<file path="src/rtl/lc3b_types.sv">
// rtl/lc3b_types.sv - shared LC-3b datapath types and the data-memory FSM encoding
package lc3b_types;

   typedef logic [15:0] lc3b_word;
   typedef logic [1:0]  lc3b_mem_be;

   typedef enum logic [3:0] {
      op_br   = 4'd0,
      op_add  = 4'd1,
      op_ldb  = 4'd2,
      op_stb  = 4'd3,
      op_jsr  = 4'd4,
      op_and  = 4'd5,
      op_ldr  = 4'd6,
      op_str  = 4'd7,
      op_rti  = 4'd8,
      op_not  = 4'd9,
      op_ldi  = 4'd10,
      op_sti  = 4'd11,
      op_jmp  = 4'd12,
      op_shf  = 4'd13,
      op_lea  = 4'd14,
      op_trap = 4'd15
   } lc3b_opcode;

   typedef enum logic [1:0] {
      IDLE     = 2'd0,
      ACCESS   = 2'd1,
      INDIRECT = 2'd2,
      DONE     = 2'd3
   } lc3b_dmem_state;

   function automatic logic is_mem_op(input lc3b_opcode op);
      case (op)
         op_ldr, op_ldb, op_ldi, op_str, op_stb, op_sti: return 1'b1;
         default:                                        return 1'b0;
      endcase
   endfunction

endpackage

</file>
<file path="src/rtl/dmem_access_unit_if.sv">
// rtl/dmem_access_unit_if.sv - request/response bus between the MEM stage and the data cache
interface dmem_access_unit_if;
   import lc3b_types::*;

   logic       dmem_read;
   logic       dmem_write;
   lc3b_word   dmem_address;
   lc3b_word   dmem_wdata;
   lc3b_mem_be dmem_byte_enable;
   logic       dmem_resp;
   lc3b_word   dmem_rdata;

   modport master (
      output dmem_read, dmem_write, dmem_address, dmem_wdata, dmem_byte_enable,
      input  dmem_resp, dmem_rdata
   );

   modport slave (
      input  dmem_read, dmem_write, dmem_address, dmem_wdata, dmem_byte_enable,
      output dmem_resp, dmem_rdata
   );

endinterface

</file>
<file path="src/rtl/dmem_byte_align.sv">
// rtl/dmem_byte_align.sv - LDB byte extraction, STB data replication and byte enables from addr[0]
module dmem_byte_align
   import lc3b_types::*;
(
   input  logic       addr_lsb,
   input  lc3b_word   rdata,
   input  lc3b_word   store_data,
   output lc3b_word   ldb_data,
   output lc3b_word   stb_wdata,
   output lc3b_mem_be byte_be
);

   assign ldb_data  = addr_lsb ? {8'h00, rdata[15:8]} : {8'h00, rdata[7:0]};
   assign stb_wdata = {store_data[7:0], store_data[7:0]};
   assign byte_be   = addr_lsb ? 2'b10 : 2'b01;

endmodule

</file>
<file path="src/rtl/dmem_access_unit.sv">
// rtl/dmem_access_unit.sv - MEM-stage data-memory access FSM with word, byte and indirect transfers
module dmem_access_unit
   import lc3b_types::*;
(
   input  logic       clk,
   input  logic       rst,
   input  logic       mem_valid,
   input  lc3b_opcode opcode,
   input  lc3b_word   mem_addr,
   input  lc3b_word   store_data,
   output logic       stall_req,
   output logic       done,
   output lc3b_word   load_data,
   dmem_access_unit_if.master dmem
);

   localparam logic [1:0] S_IDLE     = IDLE;
   localparam logic [1:0] S_ACCESS   = ACCESS;
   localparam logic [1:0] S_INDIRECT = INDIRECT;
   localparam logic [1:0] S_DONE     = DONE;

   logic [1:0]  state;
   lc3b_opcode  op_q;
   lc3b_word    addr_q;
   lc3b_word    sd_q;
   logic [15:1] ptr_q;

   logic       accept;
   logic       q_byte, q_indirect, q_load, q_write_first;
   lc3b_word   ldb_data, stb_wdata;
   lc3b_mem_be byte_be;

   assign accept        = (state == S_IDLE) && mem_valid && is_mem_op(opcode);
   assign q_byte        = (op_q == op_ldb) || (op_q == op_stb);
   assign q_indirect    = (op_q == op_ldi) || (op_q == op_sti);
   assign q_load        = (op_q == op_ldr) || (op_q == op_ldb) || (op_q == op_ldi);
   assign q_write_first = (op_q == op_str) || (op_q == op_stb);

   assign stall_req = accept || (state == S_ACCESS) || (state == S_INDIRECT);

   dmem_byte_align u_align (
      .addr_lsb   (addr_q[0]),
      .rdata      (dmem.dmem_rdata),
      .store_data (sd_q),
      .ldb_data   (ldb_data),
      .stb_wdata  (stb_wdata),
      .byte_be    (byte_be)
   );

   // STI reads its pointer first, so only STR/STB write in ACCESS.
   always_comb begin
      dmem.dmem_read        = 1'b0;
      dmem.dmem_write       = 1'b0;
      dmem.dmem_address     = 16'h0000;
      dmem.dmem_wdata       = 16'h0000;
      dmem.dmem_byte_enable = 2'b00;
      case (state)
         S_ACCESS: begin
            dmem.dmem_read        = !q_write_first;
            dmem.dmem_write       = q_write_first;
            dmem.dmem_address     = {addr_q[15:1], 1'b0};
            dmem.dmem_byte_enable = q_byte ? byte_be : 2'b11;
            if (op_q == op_stb)
               dmem.dmem_wdata = stb_wdata;
            else if (op_q == op_str)
               dmem.dmem_wdata = sd_q;
         end
         S_INDIRECT: begin
            dmem.dmem_address     = {ptr_q, 1'b0};
            dmem.dmem_byte_enable = 2'b11;
            if (op_q == op_sti) begin
               dmem.dmem_write = 1'b1;
               dmem.dmem_wdata = sd_q;
            end else begin
               dmem.dmem_read = 1'b1;
            end
         end
         S_IDLE, S_DONE: begin
         end
      endcase
   end

   always_ff @(posedge clk) begin
      if (rst) begin
         state     <= S_IDLE;
         op_q      <= op_br;
         addr_q    <= 16'h0000;
         sd_q      <= 16'h0000;
         ptr_q     <= 15'h0000;
         load_data <= 16'h0000;
         done      <= 1'b0;
      end else begin
         done <= 1'b0;
         case (state)
            S_IDLE: begin
               if (accept) begin
                  op_q   <= opcode;
                  addr_q <= mem_addr;
                  sd_q   <= store_data;
                  state  <= S_ACCESS;
               end
            end
            S_ACCESS: begin
               if (dmem.dmem_resp) begin
                  if (q_indirect) begin
                     ptr_q <= dmem.dmem_rdata[15:1];
                     state <= S_INDIRECT;
                  end else begin
                     if (q_load)
                        load_data <= q_byte ? ldb_data : dmem.dmem_rdata;
                     done  <= 1'b1;
                     state <= S_DONE;
                  end
               end
            end
            S_INDIRECT: begin
               if (dmem.dmem_resp) begin
                  if (op_q == op_ldi)
                     load_data <= dmem.dmem_rdata;
                  done  <= 1'b1;
                  state <= S_DONE;
               end
            end
            S_DONE: state <= S_IDLE;
         endcase
      end
   end

endmodule
</file>
<file path="src/flat_wrapper.sv">
// flat-port wrapper written by rule: the top's interface ports become plain ports
module dmem_access_unit_flat import lc3b_types::*;
  (clk, rst, mem_valid, opcode, mem_addr, store_data, stall_req, done, load_data, dmem_dmem_read, dmem_dmem_write, dmem_dmem_address, dmem_dmem_wdata, dmem_dmem_byte_enable, dmem_dmem_resp, dmem_dmem_rdata);
  dmem_access_unit_if dmem_i ();
  input  logic clk;
  input  logic rst;
  input  logic mem_valid;
  input  lc3b_opcode opcode;
  input  lc3b_word mem_addr;
  input  lc3b_word store_data;
  output logic stall_req;
  output logic done;
  output lc3b_word load_data;
  output wire logic [$bits(dmem_i.dmem_read)-1:0] dmem_dmem_read;
  output wire logic [$bits(dmem_i.dmem_write)-1:0] dmem_dmem_write;
  output wire logic [$bits(dmem_i.dmem_address)-1:0] dmem_dmem_address;
  output wire logic [$bits(dmem_i.dmem_wdata)-1:0] dmem_dmem_wdata;
  output wire logic [$bits(dmem_i.dmem_byte_enable)-1:0] dmem_dmem_byte_enable;
  input wire logic [$bits(dmem_i.dmem_resp)-1:0] dmem_dmem_resp;
  input wire logic [$bits(dmem_i.dmem_rdata)-1:0] dmem_dmem_rdata;
  assign dmem_dmem_read = dmem_i.dmem_read;
  assign dmem_dmem_write = dmem_i.dmem_write;
  assign dmem_dmem_address = dmem_i.dmem_address;
  assign dmem_dmem_wdata = dmem_i.dmem_wdata;
  assign dmem_dmem_byte_enable = dmem_i.dmem_byte_enable;
  assign dmem_i.dmem_resp = dmem_dmem_resp;
  assign dmem_i.dmem_rdata = dmem_dmem_rdata;
  dmem_access_unit u_core (.clk(clk), .rst(rst), .mem_valid(mem_valid), .opcode(opcode), .mem_addr(mem_addr), .store_data(store_data), .stall_req(stall_req), .done(done), .load_data(load_data), .dmem(dmem_i));
endmodule
</file>
<file path="config.mk">
export PLATFORM = sky130hd
export DESIGN_NAME = dmem_access_unit_flat
export DESIGN_NICKNAME = d
export VERILOG_FILES = /design/src/rtl/lc3b_types.sv /design/src/rtl/dmem_access_unit_if.sv /design/src/rtl/dmem_byte_align.sv /design/src/rtl/dmem_access_unit.sv /design/src/flat_wrapper.sv
export SDC_FILE = /design/constraint.sdc
export NUM_CORES = 1
export LEC_CHECK = 0
export BUFFER_PORTS_ARGS = -buffer_cell sky130_fd_sc_hd__buf_2
export CORE_MARGIN = 2
export CORE_UTILIZATION = 40
export DETAILED_ROUTE_END_ITERATION = 7
export HOLD_SLACK_MARGIN = 0.15
export PLACE_DENSITY_LB_ADDON = 0.15
export SKIP_LAST_GASP = 1
export SYNTH_ARGS = -nofsm -noshare
export SYNTH_HDL_FRONTEND = slang
export SYNTH_SLANG_ARGS = --single-unit
</file>
<file path="constraint.sdc">
create_clock -name clk -period 6.3 [get_ports clk]
set_clock_uncertainty 0.15 [all_clocks]
set_input_delay 1.26 -clock clk [delete_from_list [all_inputs] [get_ports clk]]
set_output_delay 1.26 -clock clk [all_outputs]
set_load 0.01 [all_outputs]
</file>
==> results of run 1 <==
per-layer routing:
layer	GRT usage (%)	vias to the layer above	wire, µm
met5	0	-	0
met4	8.09	0	133
met3	3.27	10	491
met2	35.1	99	4360
met1	26.4	1484	4040
li1	-	1617	-
cells by family (layout without fill, tap and decap cells):
group	count (synthesis)	count (layout)	share of synthesized area (%)
AOI/OAI and AO/OA	110	110	22.0
buffers and inverters	36	131	4.98
muxes	2	2	0.689
and+or+nand+nor	200	200	27.8
other	1	1	0.115
DFF	70	70	42.9
adders and majority gates	4	4	1.53
how the worst min path moves through the flow:
stage                                                  from                                 to  slack [ns]  depth (start not counted)
after floorplan                u_core.sd_q[15]$_SDFFE_PP0P_       u_core.sd_q[15]$_SDFFE_PP0P_        0.29                          2
after global routing      u_core.load_data[13]$_SDFFE_PP0P_  u_core.load_data[13]$_SDFFE_PP0P_        0.33                          2
final                     u_core.load_data[10]$_SDFFE_PP0P_  u_core.load_data[10]$_SDFFE_PP0P_        0.30                          2
after detailed placement  u_core.load_data[15]$_SDFFE_PP0P_  u_core.load_data[15]$_SDFFE_PP0P_        0.29                          2
after global placement    u_core.load_data[13]$_SDFFE_PP0P_  u_core.load_data[13]$_SDFFE_PP0P_        0.29                          2
after CTS                 u_core.load_data[10]$_SDFFE_PP0P_  u_core.load_data[10]$_SDFFE_PP0P_        0.30                          2
layout make-up:
type	count	share of cell area (%)
clock buffer	9	3.09
sequential	70	35.0
tap	102	3.18
inverter	4	0.375
timing repair buffer	111	14.0
multi-input combinational	317	42.5
clock inverter	7	1.87
worst register-to-register path, stage by stage, from the launching register on:
cell and delay (ns):
dfxtp_1 0.32, inv_1 0.15, ha_1 0.73, o211ai_1 0.27, a211oi_4 0.82, nor2_1 0.13
a311oi_2 0.25
power breakdown:
| group | internal, µW | leakage (µW) | total, µW | switching [µW] |
|---|---|---|---|---|
| Clock | 184 | 0.000103 | 363 | 179 |
| Sequential | 473 | 0.000567 | 500 | 26.5 |
| Combinational | 119 | 0.000911 | 309 | 190 |
flip-flops by register name, summed over array words and instances, names as in the netlist:
| name | flops |
|---|---|
| u_core.addr_q | 16 |
| u_core.done | 1 |
| u_core.load_data | 16 |
| u_core.op_q | 4 |
| u_core.ptr_q | 15 |
| u_core.sd_q | 16 |
| u_core.state | 2 |
through the flow:
step | setup WS, ns | utilization, % | total power [µW] | area (µm²) | hold slack, ns
final | 2.25 | 51.3 | 1170 | 4010 | 0.301
after global routing | 2.00 | 51.3 | 1240 | 4010 | 0.326
after CTS | 2.27 | 51.3 | 1180 | 4010 | 0.303
after detailed placement | 2.65 | 48.8 | 819 | 3810 | 0.290
after global placement | 2.78 | 48.8 | 811 | 3810 | 0.289
after floorplan | 2.91 | - | 726 | 3270 | 0.286
cells in the final DEF (no fill, tap or decap), drive strengths merged, types with 3 or more instances in the layout:
master	n
a211oi	5
a21oi	64
a22oi	20
a311oi	5
and2	8
buf	111
clkbuf	9
clkinv	6
dfxtp	70
ha	4
inv	4
nand2	124
nand3	16
nor2	18
nor2b	23
o221ai	3
==> results.py, run 1 <==
metrics = {
    "worst_setup_path": {
        "cp_cell_sequence": "inv_1 > ha_1 > nand2_1 > nor2_1 > o21a_1 > and2_1 > buf_2",
        "critPathMaxStageDelay_ns": 0.73,
        "cp.required_ns": 4.89,
        "worstPathMaxFanout": 23,
        "cp_top_family": "adder cells",
        "cp-end-kind": "output port",
        "path_class": "register to output port",
        "rr_worst_depth": 6,
        "worstSetupPathDepth": 7,
        "critPathLaunch": "u_core.state[0]$_SDFFE_PP0P_",
        "r2r_setup_slack_ns": 3.40,
        "crit_end": "dmem_dmem_wdata[4]",
        "crit_path_start_kind": "register",
        "crit_slowest_cell": "ha_1",
        "cp.arrival_ns": 2.64,
        "rr_endpoint": "u_core.load_data[1]$_SDFFE_PP0P_",
        "r2r-start": "u_core.state[0]$_SDFFE_PP0P_",
        "crit_buf_inv": 2,
    },
    "floorplan": {
        "die_h_um": 94.4,
        "ios": 110,
        "dieWidth_um": 94.4,
        "rows": 32,
        "initial_core_util_pct": 41.8,
        "die_area_um2": 8910,
        "design.core.area_um2": 7810,
    },
    "timing": {
        "max-slew-margin-rel_pct": 39.3,
        "fmax_mhz": 247,
        "hold_viol_final": 0,
        "final.setup.tns_ns": 0,
        "worstMarginPinSlew_ns": 0.908,
        "setup_viol": 0,
        "period_minus_slack_ns": 4.05,
        "rsz0062_at_grt": "no",
        "finalCritPeriodShare_pct": 64.3,
        "report.final.slew_viol_count": 0,
    },
    "logic_synthesis": {
        "yosysWarningCount": 0,
        "synth_area_um2": 3270,
        "synth-edff-count": 0,
        "synth.most_common_cell": "nand2_1",
        "synth_ff_type": "dfxtp_1",
        "synth_area_leaders": "dfxtp_1, nand2_1, a21oi_1",
        "synthArstFlopShare_pct": 0,
        "synth_commonest_cells": "nand2_1, dfxtp_1, a21oi_1",
        "seq_area_frac_synth_pct": 42.9,
        "yosys.area.top_type": "dfxtp_1",
        "synth_seq_cells": 70,
        "syn_avg_cell_area_um2": 7.72,
        "ys_types": 43,
        "yosys.area.top_type_share_pct": 42.9,
        "syn-instance-count": 423,
        "syn_nets": 483,
    },
    "global_routing": {
        "antenna_found_initial": 0,
        "grt_pass1_wl_um": 14500,
        "grt_start_max_net_pins": 71,
        "gr-usage-all-layers_pct": 20.7,
        "grt_pass1_vias": 3042,
        "grt_overflow": 0,
    },
    "power": {
        "vdd_drop_max_uv": 125,
        "power_density_nw_per_um2": 292,
        "leakagePower_uw": 0.00158,
    },
    "clocking": {
        "clk_pin_slew_ns": 0.08,
        "cts_resized": 0,
        "cts_setup_buffers": 0,
        "cts_buffers": 9,
        "cts_root_buf": "clkbuf_8",
        "insertion_delay_ns": 0.34,
        "cts_sinks": 70,
        "htree_levels": 3,
        "cts_tree": "yes",
        "hold_buffers": 0,
        "cts_buffer_depth": 2,
    },
    "detailed_routing": {
        "via_count": 3210,
        "viasPerCell": 5.18,
        "wire_per_inst_um": 14.6,
        "first_iter_violations": 112,
        "routed_wirelength_um": 9030,
        "drc": 0,
        "drtAntennaViolNets": 0,
        "dr.pass1.iters": 4,
    },
    "worst_hold_path": {
        "hp-class": "register to register",
    },
    "cells_and_area": {
        "layout.nets": 573,
        "syn2layout_area_growth_pct": 22.7,
        "fillers": 811,
        "stdcell_count": 620,
        "multi_input_comb_area_um2": 1700,
        "seqCellArea_um2": 1400,
        "layout-drive-gt1-share_pct": 27.2,
        "diodes": 0,
    },
    "place": {
        "placedCellCount": 604,
        "dpl.hpwl_um": 6340,
        "gp_congestion": 0.819,
        "numPortBuffers": 108,
    },
    "run": {
        "maxCapViolCount": 0,
    },
    "outcome": {
        "status": "completed",
    },
}
(Power assumes the default switching activity.)
==> run 2: changes to the inputs <==
clock period = 3.5 ns   (was 6.3 ns; I/O delays follow)
==> results.py, run 2 (synthesis results as in run 1) <==
metrics = {
    "outcome": {
        "status": "completed",
    },
    "clocking": {
        "cts_sinks": 70,
        "cts_setup_buffers": 0,
        "clk_pin_slew_ns": 0.08,
        "cts_buffers": 9,
        "cts_tree": "yes",
        "cts_resized": 0,
        "cts_buffer_depth": 2,
        "htree_levels": 3,
        "cts_root_buf": "clkbuf_8",
        "hold_buffers": 0,
        "insertion_delay_ns": 0.34,
    },
    "timing": {
        "worstMarginPinSlew_ns": 0.906,
        "max-slew-margin-rel_pct": 39.4,
        "hold_viol_final": 0,
        "final.setup.tns_ns": 0,
        "fmax_mhz": 328,
        "period_minus_slack_ns": 3.05,
        "finalCritPeriodShare_pct": 87.2,
        "report.final.slew_viol_count": 0,
        "layout_setup_ws_ns": 0.449,
        "setup_viol": 0,
        "rsz0062_at_grt": "no",
    },
    "worst_setup_path": {
        "cp.required_ns": 2.65,
        "crit_path_start_kind": "register",
        "cp-end-kind": "output port",
        "r2r-start": "u_core.state[1]$_SDFFE_PP0P_",
        "path_class": "register to output port",
        "critPathLaunch": "u_core.state[0]$_SDFFE_PP0P_",
        "cp.arrival_ns": 2.20,
        "worstPathMaxFanout": 9,
    },
    "global_routing": {
        "grt_pass1_wl_um": 14100,
        "gr-usage-all-layers_pct": 20.3,
        "grt_pass1_vias": 2977,
        "grt_start_max_net_pins": 38,
        "antenna_found_initial": 0,
        "grt_overflow": 0,
    },
    "power": {
        "pwr-share-seq_pct": 40.3,
        "pwr-share-clk_pct": 33.7,
        "p_total_uw": 2220,
        "power_density_nw_per_um2": 545,
        "vdd_drop_max_uv": 197,
        "leakagePower_uw": 0.00162,
        "swShare_pct": 31.6,
        "pwr-share-comb_pct": 26.1,
        "power_switching_uw": 702,
        "p_int_uw": 1520,
    },
    "floorplan": {
        "die_h_um": 94.4,
        "initial_core_util_pct": 41.8,
        "ios": 110,
        "die_area_um2": 8910,
        "rows": 32,
        "design.core.area_um2": 7810,
        "dieWidth_um": 94.4,
    },
    "detailed_routing": {
        "wire_per_inst_um": 14.5,
        "drtAntennaViolNets": 0,
        "routed_wirelength_um": 9070,
        "viasPerCell": 5.15,
        "via_count": 3221,
        "dr.pass1.iters": 4,
        "drc": 0,
        "first_iter_violations": 101,
    },
    "cells_and_area": {
        "layout_common_cells": "nand2_1, buf_2, dfxtp_1",
        "layout-drive-gt1-share_pct": 27.9,
        "syn2layout_area_growth_pct": 24.9,
        "fillers": 784,
        "utilization_pct": 52.3,
        "layout.nets": 578,
        "final_common_cell": "nand2_1",
        "top_regs": "u_core.addr_q (16), u_core.load_data (16), u_core.sd_q (16)",
        "diodes": 0,
    },
    "place": {
        "gp_congestion": 0.813,
        "dpl.hpwl_um": 6570,
        "numPortBuffers": 108,
        "dp_slack_ns": 0.786,
    },
    "worst_hold_path": {
        "min-delay-start": "u_core.load_data[13]$_SDFFE_PP0P_",
        "hp-class": "register to register",
    },
    "run": {
        "maxCapViolCount": 0,
    },
}
==> run 2: cell count changes in the layout (fill, tap and decap cells not counted) <==
| cell | previous run | this run |
|---|---|---|
| clkbuf_8 | 9 | 11 |
| bufinv_16 | 1 | 2 |
| clkinv_2 | 2 | 1 |
| clkinvlp_4 | 0 | 1 |
| buf_4 | 3 | 8 |
| clkinv_4 | 4 | 1 |
==> run 2: per-layer routing <==
| layer | GRT usage (%) | share of wire, % |
|---|---|---|
| met1 | 26.7 | 45 |
| met2 | 33.8 | 49 |
| met3 | 3.43 | 5.3 |
| met4 | 7.13 | 1.1 |
| met5 | 0 | 0 |
==> run 2: final cells by class <==
cell class,instances,area [µm²],area share [%]
clock buffer,11,151,3.71
clock inverter,5,81.3,1.99
inverter,4,15.0,0.368
multi-input combinational,317,1700,41.7
sequential,70,1400,34.3
tap,102,128,3.13
timing repair buffer,116,601,14.7
==> run 2: power groups by stage <==
| stage | logic, µW | registers, µW | clock network (µW) |
|---|---|---|---|
| floorplan | 405 | 901 | 0 |
| global placement | 568 | 912 | 0 |
| detailed placement | 580 | 914 | 0 |
| CTS | 581 | 895 | 761 |
| global route | 642 | 903 | 795 |
| finish | 580 | 895 | 749 |
==> run 2: metrics by stage <==
step,instances,instance area (µm²),hold WS [ns]
2_1_floorplan,423,3270,0.286
3_3_place_gp,609,3850,0.289
3_5_place_dp,609,3850,0.292
4_1_cts,625,4080,0.303
5_1_grt,625,4080,0.321
6_report,625,4080,0.299
==> run 2: worst paths after layout <==
path	endpoint	cells after the start	slack, ns
worst max-delay path	dmem_dmem_wdata[5]	7	0.45
worst min-delay path	u_core.load_data[13]$_SDFFE_PP0P_	2	0.30
worst max register to register	u_core.load_data[3]$_SDFFE_PP0P_	7	0.77
worst min register to register	u_core.load_data[13]$_SDFFE_PP0P_	2	0.30
==> run 2: critical path, cell delays in order (launching register included) <==
cell	delay, ns
dfxtp_1	0.32
inv_1	0.13
ha_1	0.37
nand2_1	0.11
nor2_1	0.31
o21a_1	0.33
and2_1	0.17
buf_2	0.12
